==> src/rtl/ram_refill_unit.sv <==
// Data-cache refill and write-through engine: serves 4-beat line fills and
// single-word stores against a word-wide RAM with a req/ack handshake.
module ram_refill_unit (
  input  logic         clk,
  input  logic         rstn,
  input  logic         imiss,
  input  logic [31:0]  imiss_addr,
  input  logic         iwrite_req,
  input  logic [31:0]  iwrite_addr,
  input  logic [31:0]  iwrite_data,
  output logic [127:0] oline,
  output logic         oline_valid,
  output logic         owrite_done,
  output logic         obusy,
  output logic         oram_req,
  output logic         oram_we,
  output logic [31:0]  oram_addr,
  output logic [31:0]  oram_wdata,
  input  logic         iram_ack,
  input  logic [31:0]  iram_rdata
);

  typedef enum logic [1:0] {
    S_IDLE  = 2'd0,
    S_WRITE = 2'd1,
    S_READ  = 2'd2,
    S_DONE  = 2'd3
  } state_e;

  state_e         state_q, state_d;
  logic [1:0]     beat_q, beat_d;
  logic [127:0]   oline_q, oline_d;
  logic           oline_valid_q, oline_valid_d;
  logic           owrite_done_q, owrite_done_d;
  logic           obusy_q, obusy_d;
  logic           oram_req_q, oram_req_d;
  logic           oram_we_q, oram_we_d;
  logic [31:0]    oram_addr_q, oram_addr_d;
  logic [31:0]    oram_wdata_q, oram_wdata_d;

  always_comb begin
    state_d       = state_q;
    beat_d        = beat_q;
    oline_d       = oline_q;
    oline_valid_d = 1'b0;
    owrite_done_d = 1'b0;
    oram_req_d    = oram_req_q;
    oram_we_d     = oram_we_q;
    oram_addr_d   = oram_addr_q;
    oram_wdata_d  = oram_wdata_q;

    case (state_q)
      S_IDLE: begin
        // Store has priority so RAM is updated before any refill reads it.
        if (iwrite_req) begin
          state_d      = S_WRITE;
          oram_req_d   = 1'b1;
          oram_we_d    = 1'b1;
          oram_addr_d  = iwrite_addr;
          oram_wdata_d = iwrite_data;
        end else if (imiss) begin
          state_d     = S_READ;
          beat_d      = 2'd0;
          oram_req_d  = 1'b1;
          oram_we_d   = 1'b0;
          oram_addr_d = imiss_addr & 32'hFFFF_FFF0;
        end
      end
      S_WRITE: begin
        if (iram_ack) begin
          state_d       = S_IDLE;
          oram_req_d    = 1'b0;
          oram_we_d     = 1'b0;
          owrite_done_d = 1'b1;
        end
      end
      S_READ: begin
        if (iram_ack) begin
          oline_d[{beat_q, 5'd0} +: 32] = iram_rdata;
          beat_d = beat_q + 2'd1;
          if (beat_q == 2'd3) begin
            state_d       = S_DONE;
            oram_req_d    = 1'b0;
            oline_valid_d = 1'b1;
          end else begin
            // Address register doubles as base + 4*beat.
            oram_addr_d = oram_addr_q + 32'd4;
          end
        end
      end
      S_DONE: begin
        state_d = S_IDLE;
      end
      default: begin
        state_d = S_IDLE;
      end
    endcase

    obusy_d = (state_d != S_IDLE);
  end

  always_ff @(posedge clk) begin
    if (!rstn) begin
      state_q       <= S_IDLE;
      beat_q        <= '0;
      oline_q       <= '0;
      oline_valid_q <= 1'b0;
      owrite_done_q <= 1'b0;
      obusy_q       <= 1'b0;
      oram_req_q    <= 1'b0;
      oram_we_q     <= 1'b0;
      oram_addr_q   <= '0;
      oram_wdata_q  <= '0;
    end else begin
      state_q       <= state_d;
      beat_q        <= beat_d;
      oline_q       <= oline_d;
      oline_valid_q <= oline_valid_d;
      owrite_done_q <= owrite_done_d;
      obusy_q       <= obusy_d;
      oram_req_q    <= oram_req_d;
      oram_we_q     <= oram_we_d;
      oram_addr_q   <= oram_addr_d;
      oram_wdata_q  <= oram_wdata_d;
    end
  end

  assign oline       = oline_q;
  assign oline_valid = oline_valid_q;
  assign owrite_done = owrite_done_q;
  assign obusy       = obusy_q;
  assign oram_req    = oram_req_q;
  assign oram_we     = oram_we_q;
  assign oram_addr   = oram_addr_q;
  assign oram_wdata  = oram_wdata_q;

endmodule

==> config.mk <==
export PLATFORM = sky130hd
export DESIGN_NAME = ram_refill_unit
export DESIGN_NICKNAME = d
export VERILOG_FILES = /design/src/rtl/ram_refill_unit.sv
export SDC_FILE = /design/constraint.sdc
export NUM_CORES = 1
export LEC_CHECK = 0
export ABC_AREA = 1
export CORE_MARGIN = 2
export CORE_UTILIZATION = 45
export DETAILED_ROUTE_END_ITERATION = 6
export PLACE_DENSITY_LB_ADDON = 0.2
export SYNTH_ARGS = -nofsm -noshare
export SYNTH_HDL_FRONTEND = slang
export SYNTH_SLANG_ARGS = --single-unit
==> constraint.sdc <==
create_clock -name clk -period 3.1 [get_ports clk]
set_input_delay 0.31 -clock clk [delete_from_list [all_inputs] [get_ports clk]]
set_output_delay 0.31 -clock clk [all_outputs]
set_load 0.02 [all_outputs]
==> impl_metrics.yaml, run 1 <==
run_status:
  status: "finished clean"
job:
  cap_violations: 0
power_and_ir_drop:
  leakagePower_nw: 4.96
  vdd_drop_max_mv: 0.530
  p_per_area_nw_per_um2: 586
  total_power_mw: 7.80
setup_path:
  r2r_end: "oline[93]"
  end_kind: "flop"
  cp.required_ns: 3.55
  cp-start-kind: "flop"
  critical-path-top-delay-family: "buffers and inverters"
  cp.depth: 7
  path_buf_inv: 3
  crit_chain: "clkinv_1 -> ha_1 -> nor2_4 -> buf_4 -> inv_2 -> or3_1 -> a21oi_1"
  arrival_ns: 2.98
  path_max_fanout: 28
  reg2reg_depth: 7
  max_stage_delay_ns: 0.62
  cp_slowest_cell: "ha_1"
  reg2reg_slack_ns: 0.56
  critPathKind: "flop to flop"
  reg2reg_from: "beat_q[0]"
global_route:
  antenna_found_initial: 0
  grt_pass1_vias: 9270
  grt_max_degree: 78
  grt_pass1_wl_um: 47500
  grt_overflow: 0
  grt_use_total_pct: 26.5
yosys:
  yosysWarningCount: 0
  yosys_register_bits: 201
  syn_nets: 1446
  synthesis.area_um2: 9200
  netlist_instances: 1302
  ys_types: 33
  avgSynthCellArea_um2: 7.07
  ys_seq_area_share_pct: 43.7
layout:
  syn2layout_area_growth_pct: 44.8
  nNetsFinal: 1720
  design_area_um2: 13300
  finalNonFillerCells: 1862
  final_util_pct: 66.1
  drive_above_1_share_pct: 4.90
clock_network:
  cts_setup_buffers: 0
  cts.sinks: 201
  numCtsBuffers: 23
  insertion_delay_ns: 0.52
  cts_tree: "built"
  cts_resized: 0
  htreeDepth: 1
  ctsRootBufferMaster: "clkbuf_16"
  cts.path.max_buffers: 3
  hold_buffers: 0
  path_clk_slew_ns: 0.06
route:
  remaining_drc_errors: 0
  drt_wl_total_um: 29700
  ant_nets: 0
  wl_per_cell_um: 16.0
  drt-pass1-iter-count: 5
  vias: 9856
  avgViaCountPerCell: 5.29
  drt_iter0_markers: 580
sta:
  rsz0062_at_grt: "no"
  period_minus_slack_ns: 2.54
  maxSlewViolCount: 0
  finalHoldWorstSlack_ns: 0.304
  fmax_ghz: 0.394
  fin_setup_tns_ns: 0
  max-slew-margin-rel_pct: 40.1
  fin_skew_ns: 0.0105
  setup_viol: 0
  hold_viol_final: 0
  fin_crit_sh_pct: 81.8
  tightest_slew_ns: 0.896
  fin_ws_ns: 0.564
hold_path:
  hold_depth: 3
  min_path_type: "primary input to flop"
  holdPathEnd: "oline[13]"
  hold_start: "rstn"
place:
  place_inst: 1821
  hpwl_um: 20300
  portBuffers: 325
  place_area_um2: 12500
  place_congestion: 0.922
  preCtsSetupSlack_ns: 0.511
floorplan:
  initial_utilization_pct: 45.6
  top_level_ports: 330
  dieWidth_um: 147
  core_area_um2: 20200
  dieArea_um2: 21600
  rows: 52
  chipHeight_um: 147
## cell type report
cell class | count | area [um2]
timing repair buffer | 345 | 3410
antenna | 1 | 2.50
clock buffer | 30 | 652
multi-input combinational | 889 | 4320
clock inverter | 10 | 135
fill | 1787 | 6850
inverter | 116 | 438
tap | 270 | 338
sequential | 201 | 4030
## layer usage
metal	vias up	share of wire [%]	track usage (%)
met5	-	0	0
met4	0	3.4	9.09
met3	74	8.0	5.06
met2	396	47	44.2
met1	4501	41	34.6
li1	4885	-	-
## how the worst max path moves through the flow
stage,from,to,slack (ns)
floorplan,beat_q[0],oline[73],0.82
global placement,iram_ack,oline[47],0.56
detailed placement,iram_ack,oline[54],0.51
CTS,beat_q[0],oline[78],0.59
global route,state_q[0],oline[47],0.36
finish,beat_q[0],oline[93],0.56
## cell usage after synthesis
| cell type | instances | area [um2] |
|---|---|---|
| a211oi_1 | 54 | 405 |
| a21oi_1 | 113 | 566 |
| a22oi_1 | 2 | 15.0 |
| a31oi_1 | 56 | 350 |
| and2_1 | 2 | 12.5 |
| buf_1 | 6 | 22.5 |
| buf_2 | 29 | 145 |
| buf_4 | 2 | 15.0 |
| buf_6 | 3 | 33.8 |
| clkbuf_1 | 56 | 210 |
| clkinv_1 | 1 | 3.75 |
| dfxtp_1 | 201 | 4020 |
| ha_1 | 11 | 138 |
| inv_1 | 110 | 413 |
| inv_2 | 5 | 18.8 |
| nand2_1 | 178 | 668 |
| nand2_2 | 1 | 6.26 |
| nand3_1 | 52 | 260 |
| nand3b_1 | 2 | 15.0 |
| nand4_1 | 31 | 194 |
| nor2_1 | 240 | 901 |
| nor2_2 | 5 | 31.3 |
| nor2_4 | 1 | 11.3 |
| nor3_1 | 17 | 85.1 |
| o21a_1 | 1 | 7.51 |
| o21ai_0 | 95 | 475 |
| o21ai_1 | 7 | 35.0 |
| o21bai_1 | 1 | 7.51 |
| o22ai_1 | 1 | 6.26 |
| or2_2 | 3 | 18.8 |
| or3_1 | 14 | 87.6 |
| xnor2_1 | 1 | 8.76 |
| xor2_1 | 1 | 8.76 |
## layout by cell type (no fill, tap or decap), drive strengths merged, types with 31 or more instances in the layout
cell type      netlist  routed
a211oi              54      54
a21oi              113     113
a31oi               56      56
clkdlybuf4s50        0     324
dfxtp              201     201
inv                115     117
nand2              179     179
nand3               52      52
nand4               31      31
nor2               246     246
o21ai              102     102
## tightest hold or removal path: cells and delay by family
kind          cells  cell delay, ns
simple gates      1            0.15
buf+inv           2            0.30
## power breakdown
part	total [mW]	switching, mW	internal [mW]
registers	2.97	0.191	2.78
clock network	2.84	1.11	1.73
logic	2.00	1.23	0.762
total	7.80	2.53	5.27
## cell families after synthesis
logic type | share of synthesized area, %
xor gates and xnor gates | 0.190
adders and majority gates | 1.50
and+or+nand+nor | 24.9
DFF | 43.7
buffers and inverters | 9.37
AOI/OAI and AO/OA | 20.3
## flip-flops by register name, summed over array words and instances (netlist names)
name,count
oline,128
oram_addr,32
oram_wdata,32
beat_q,2
state_q,2
obusy,1
oline_valid,1
oram_req,1
oram_we,1
owrite_done,1
(Power assumes the default switching activity.)
==> run 2: changes to the inputs <==
- clock period: 3.1 -> 2.4 ns (I/O delays scaled with it)
==> run 2 against run 1 <==
Clock-buffer cell count increased by 2; global-route usage decreased by 0.39 points; clock power increased by 24%; design area increased by 0.73%; via count increased by 0.17%; first-iteration DRC count decreased by 13%; cell count increased by 0.43%; critical path type unchanged; critical endpoint is now oline[78]; highest routed layer unchanged.
==> impl_metrics.yaml, run 2 (same netlist as run 1, synthesis figures left out) <==
clock_network:
  hold_buffers: 0
  insertion_delay_ns: 0.52
  cts_setup_buffers: 0
  cts_resized: 0
  path_clk_slew_ns: 0.06
  htreeDepth: 1
  cts.sinks: 201
  ctsRootBufferMaster: "clkbuf_16"
  cts.path.max_buffers: 3
  cts_tree: "built"
  numCtsBuffers: 22
floorplan:
  top_level_ports: 330
  dieWidth_um: 147
  initial_utilization_pct: 45.6
  rows: 52
  chipHeight_um: 147
  dieArea_um2: 21600
  core_area_um2: 20200
setup_path:
  cp-start-kind: "flop"
  path_max_fanout: 15
  arrival_ns: 2.56
  critPathKind: "flop to flop"
  cp.required_ns: 2.83
  reg2reg_slack_ns: 0.28
  end_kind: "flop"
layout:
  drive_above_1_share_pct: 5.56
  fillers: 1750
  design_area_um2: 13400
  syn2layout_area_growth_pct: 45.9
  ff_latch_area_um2: 4030
  multi_input_area_um2: 4320
  antennaDiodeCount: 0
  largest_reg_flops: 128
  layout_commonest_cell: "clkdlybuf4s50_1"
  final_util_pct: 66.5
  nNetsFinal: 1728
  final_cell_mix: "324 x clkdlybuf4s50_1, 239 x nor2_1, 200 x dfxtp_1"
global_route:
  use_met2_pct: 42.6
  antenna_found_initial: 0
  grt_overflow: 0
  grt_busiest_layer: "met2"
  grt_max_degree: 67
  grt_pass1_wl_um: 46700
  grtUsageMet3_pct: 5.19
  grt_pass1_vias: 9012
  grtUsageMet1_pct: 34.9
  grt_use_total_pct: 26.1
route:
  drt_iter0_markers: 505
  avgViaCountPerCell: 5.28
  remaining_drc_errors: 0
  drt_wl_total_um: 29500
  ant_nets: 0
  vias: 9873
  wl_per_cell_um: 15.8
  drt-pass1-iter-count: 5
sta:
  fin_crit_sh_pct: 88.3
  maxSlewViolCount: 0
  period_minus_slack_ns: 2.12
  fin_skew_ns: 0.0139
  setup_viol: 0
  max-slew-margin-rel_pct: 57.1
  fmax_ghz: 0.472
  hold_viol_final: 0
  fin_ws_ns: 0.280
  rsz0062_at_grt: "no"
  fin_setup_tns_ns: 0
  finalHoldWorstSlack_ns: 0.255
  tightest_slew_ns: 0.643
run_status:
  status: "finished clean"
place:
  place_area_um2: 12700
  hpwl_um: 20500
  portBuffers: 325
  preCtsSetupSlack_ns: 0.307
  place_congestion: 0.918
hold_path:
  min_path_type: "primary input to flop"
power_and_ir_drop:
  p_per_area_nw_per_um2: 744
  leakagePower_nw: 5.01
  vdd_drop_max_mv: 0.516
job:
  cap_violations: 0
[run 2: final cells by class]
| cell class | count | share of cell area (%) |
|---|---|---|
| Clock buffer | 32 | 5.13 |
| Clock inverter | 8 | 0.606 |
| Inverter | 116 | 3.26 |
| Multi-Input combinational cell | 889 | 32.2 |
| Sequential cell | 201 | 30.0 |
| Tap cell | 270 | 2.52 |
| Timing Repair Buffer | 354 | 26.3 |
[run 2: path summary, 6_finish.rpt]
| check | end | cells after the start | start |
|---|---|---|---|
| setup / recovery | oline[78] | 7 | beat_q[1] |
| hold / removal | oline[12] | 3 | rstn |
| setup reg to reg | oline[78] | 7 | beat_q[1] |
| hold reg to reg | oline[116] | 2 | oline[116] |
[run 2: metal layers]
| layer | up-vias | wire length (um) |
|---|---|---|
| li1 | 4912 | - |
| met1 | 4554 | 12900 |
| met4 | 0 | 932 |
| met2 | 339 | 13700 |
| met3 | 68 | 2000 |
| met5 | - | 0 |
[run 2: power breakdown]
part	switching, mW	internal [mW]
Clock	1.41	2.10
Combinational	1.60	1.04
Sequential	0.247	3.59
Total	3.26	6.72
[run 2: critical path: stages, from the launching register on]
cell	delay, ns
dfxtp_1	0.41
inv_1	0.12
ha_1	0.39
inv_2	0.07
nor2_4	0.31
inv_2	0.22
or3_1	0.38
a21oi_1	0.13
[run 2: stage by stage]
stage | instances | power (mW)
CTS | 1870 | 10.0
detailed placement | 1830 | 6.53
floorplan | 1302 | 5.38
finish | 1870 | 9.98
global route | 1870 | 10.5
global placement | 1830 | 6.48
==> run 3: changes to the inputs <==
- ABC_AREA: 1 -> unset
- CORE_UTILIZATION: 45 -> 44
- RECOVER_POWER: unset -> 25
==> run 3 against run 2 <==
The flow now finishes with violations (design-rule violations); via count shrank 15%; first-iteration DRC count fell by 12%; critical path depth rose by 1; setup slack worse by 0.050 ns; clock skew increased by 0.0019 ns; clock power down 4%; maximum frequency is 2.3% lower; sequential cell count unchanged; power is 16% lower; die area fell by 8.2%; sequential share of layout area grew 2.2 points; largest power group unchanged.
==> impl_metrics.yaml, run 3 <==
yosys:
  yosysWarningCount: 0
  synth.largest_area_cell: "dfxtp_1"
  synth_compound_area_share_pct: 21.5
  yosysMostFrequentCell: "dfxtp_1"
  synthMuxAreaShare_pct: 3.22
  ys_async_sr_fraction_pct: 0
  ys_types: 59
  netlist_instances: 950
  synth_xor_area_share_pct: 0
  yosys-top-cells-area: "dfxtp_1 49%, a22oi_1 12%, nor2_1 7.3%, nand2_1 4.6%, a21oi_1 3.8%"
  synthAdderAreaFrac_pct: 1.67
  synthesis.area_um2: 8240
  ys_seq_area_share_pct: 48.8
  syn_nets: 1094
  yosys_register_bits: 201
  synth_top_area_share_pct: 48.8
  synth_edf_count: 0
  synth-simple-area-share_pct: 19.9
  avgSynthCellArea_um2: 8.67
  ys_top_cells_by_count: "201 x dfxtp_1, 160 x nor2_1, 133 x a22oi_1"
  synth_top_family_by_area: "compound AO/OA/AOI/OAI gates"
  ys.flop_type: "dfxtp_1"
global_route:
  grt_pass1_vias: 8120
  grtUsageMet1_pct: 31.6
  antenna_found_initial: 0
  grtUsageMet3_pct: 8.29
  grt_busiest_layer: "met2"
  grt_overflow: 0
  grt_pass1_wl_um: 42600
  use_met2_pct: 44.1
  grt_max_degree: 95
  grt_use_total_pct: 26.0
route:
  remaining_drc_errors: 3
  drt_wl_total_um: 26800
  drt-pass1-iter-count: 7
  wl_per_cell_um: 17.8
  vias: 8347
  avgViaCountPerCell: 5.55
  ant_nets: 0
  drt_iter0_markers: 444
sta:
  fin_skew_ns: 0.0158
  maxSlewViolCount: 0
  fin_crit_sh_pct: 90.4
  period_minus_slack_ns: 2.17
  setup_viol: 0
  fin_setup_tns_ns: 0
  max-slew-margin-rel_pct: 56.9
  hold_viol_final: 0
  fmax_ghz: 0.461
  rsz0062_at_grt: "no"
  tightest_slew_ns: 0.646
layout:
  antennaDiodeCount: 0
  fillers: 1539
  layout_commonest_cell: "clkdlybuf4s50_1"
  final_cell_mix: "261 x clkdlybuf4s50_1, 201 x dfxtp_1, 160 x nor2_1"
  nNetsFinal: 1398
  final_util_pct: 67.5
  syn2layout_area_growth_pct: 51.7
  drive_above_1_share_pct: 7.01
  largest_reg_flops: 128
clock_network:
  cts_resized: 0
  numCtsBuffers: 22
  hold_buffers: 0
  ctsRootBufferMaster: "clkbuf_16"
  insertion_delay_ns: 0.51
  path_clk_slew_ns: 0.06
  cts.sinks: 201
  cts_setup_buffers: 0
  cts_tree: "built"
  htreeDepth: 1
  cts.path.max_buffers: 3
setup_path:
  max_stage_delay_ns: 0.36
  cp.required_ns: 2.84
  crit_chain: "inv_1 -> ha_2 -> and2_1 -> nand2_1 -> nor4b_4 -> buf_12 -> a22oi_1 -> nor2_1"
  end_kind: "flop"
  critPathKind: "flop to flop"
  cp-start-kind: "flop"
  critical-path-top-delay-family: "simple AND/OR/NAND/NOR gates"
  path_max_fanout: 32
  cp_slowest_cell: "and2_1"
  arrival_ns: 2.61
  path_buf_inv: 2
power_and_ir_drop:
  p_int_mw: 6.15
  pwr-share-comb_pct: 16.7
  leakagePower_nw: 4.78
  seqPwrFrac_pct: 43.2
  vdd_drop_max_mv: 0.541
  p_per_area_nw_per_um2: 673
  clockPowerShare_pct: 40.0
  p_switching_mw: 2.25
  switching_share_pct: 26.8
place:
  place_congestion: 0.849
  hpwl_um: 18000
  portBuffers: 325
floorplan:
  dieArea_um2: 19800
  core_area_um2: 18500
  chipHeight_um: 141
  dieWidth_um: 141
  initial_utilization_pct: 44.5
  top_level_ports: 330
  rows: 50
hold_path:
  min_path_type: "primary input to flop"
job:
  cap_violations: 0
run_status:
  violations: "design-rule violations"
  status: "finished with violations"
run 3: layout make-up:
type                            instances  area, um2  share of cell area [%]
Tap cell                              234        293                    2.34
Clock buffer                           32        618                    4.94
Multi-Input combinational cell        659       3850                    30.8
Sequential cell                       201       4020                    32.2
Timing Repair Buffer                  356       3550                    28.4
Inverter                               14       57.6                   0.460
Clock inverter                          8        104                   0.831
run 3: through the flow:
stage	cell area [um2]	std cells	setup WS [ns]	hold WS, ns	total power [mW]
floorplan	8240	950	0.395	0.376	4.41
finish	12500	1504	0.229	0.225	8.41
global placement	11800	1464	0.274	0.442	5.10
CTS	12500	1504	0.247	0.206	8.48
detailed placement	11800	1464	0.219	0.448	5.12
global route	12500	1504	0.0583	0.267	8.75
run 3: logic make-up after synthesis:
family                     Yosys count
AOI/OAI and AO/OA                  266
adders and majority gates           11
buffers and inverters               90
DFF                                201
muxes                               26
and+or+nand+nor                    356
run 3: power groups by stage:
stage / clock (mW) / combinational [mW] / sequential [mW]
2_1_floorplan: 0 / 0.555 / 3.85
3_3_place_gp: 0 / 1.40 / 3.70
3_5_place_dp: 0 / 1.41 / 3.71
4_1_cts: 3.43 / 1.42 / 3.63
5_1_grt: 3.57 / 1.52 / 3.66
6_report: 3.37 / 1.41 / 3.64
run 3: final timing paths:
path                 startpoint             to  slack [ns]  cells after the start
setup reg to reg     state_q[0]       oline[6]        0.23                      8
hold reg to reg   oram_wdata[1]  oram_wdata[1]        0.45                      2
setup / recovery     state_q[0]       oline[6]        0.23                      8
hold / removal       iwrite_req     state_q[1]        0.23                      4
run 3: layer usage:
layer  vias to the layer above  part of all wire, %
met5                         -                    0
met4                         0                  2.7
met3                        44                  9.1
met2                       331                   47
met1                      3961                   41
li1                       4011                    -
run 3: tightest hold or removal path: stages:
cell	delay, ns
buf_2	0.18
nor2_1	0.07
mux2i_1	0.12
nor2_1	0.07
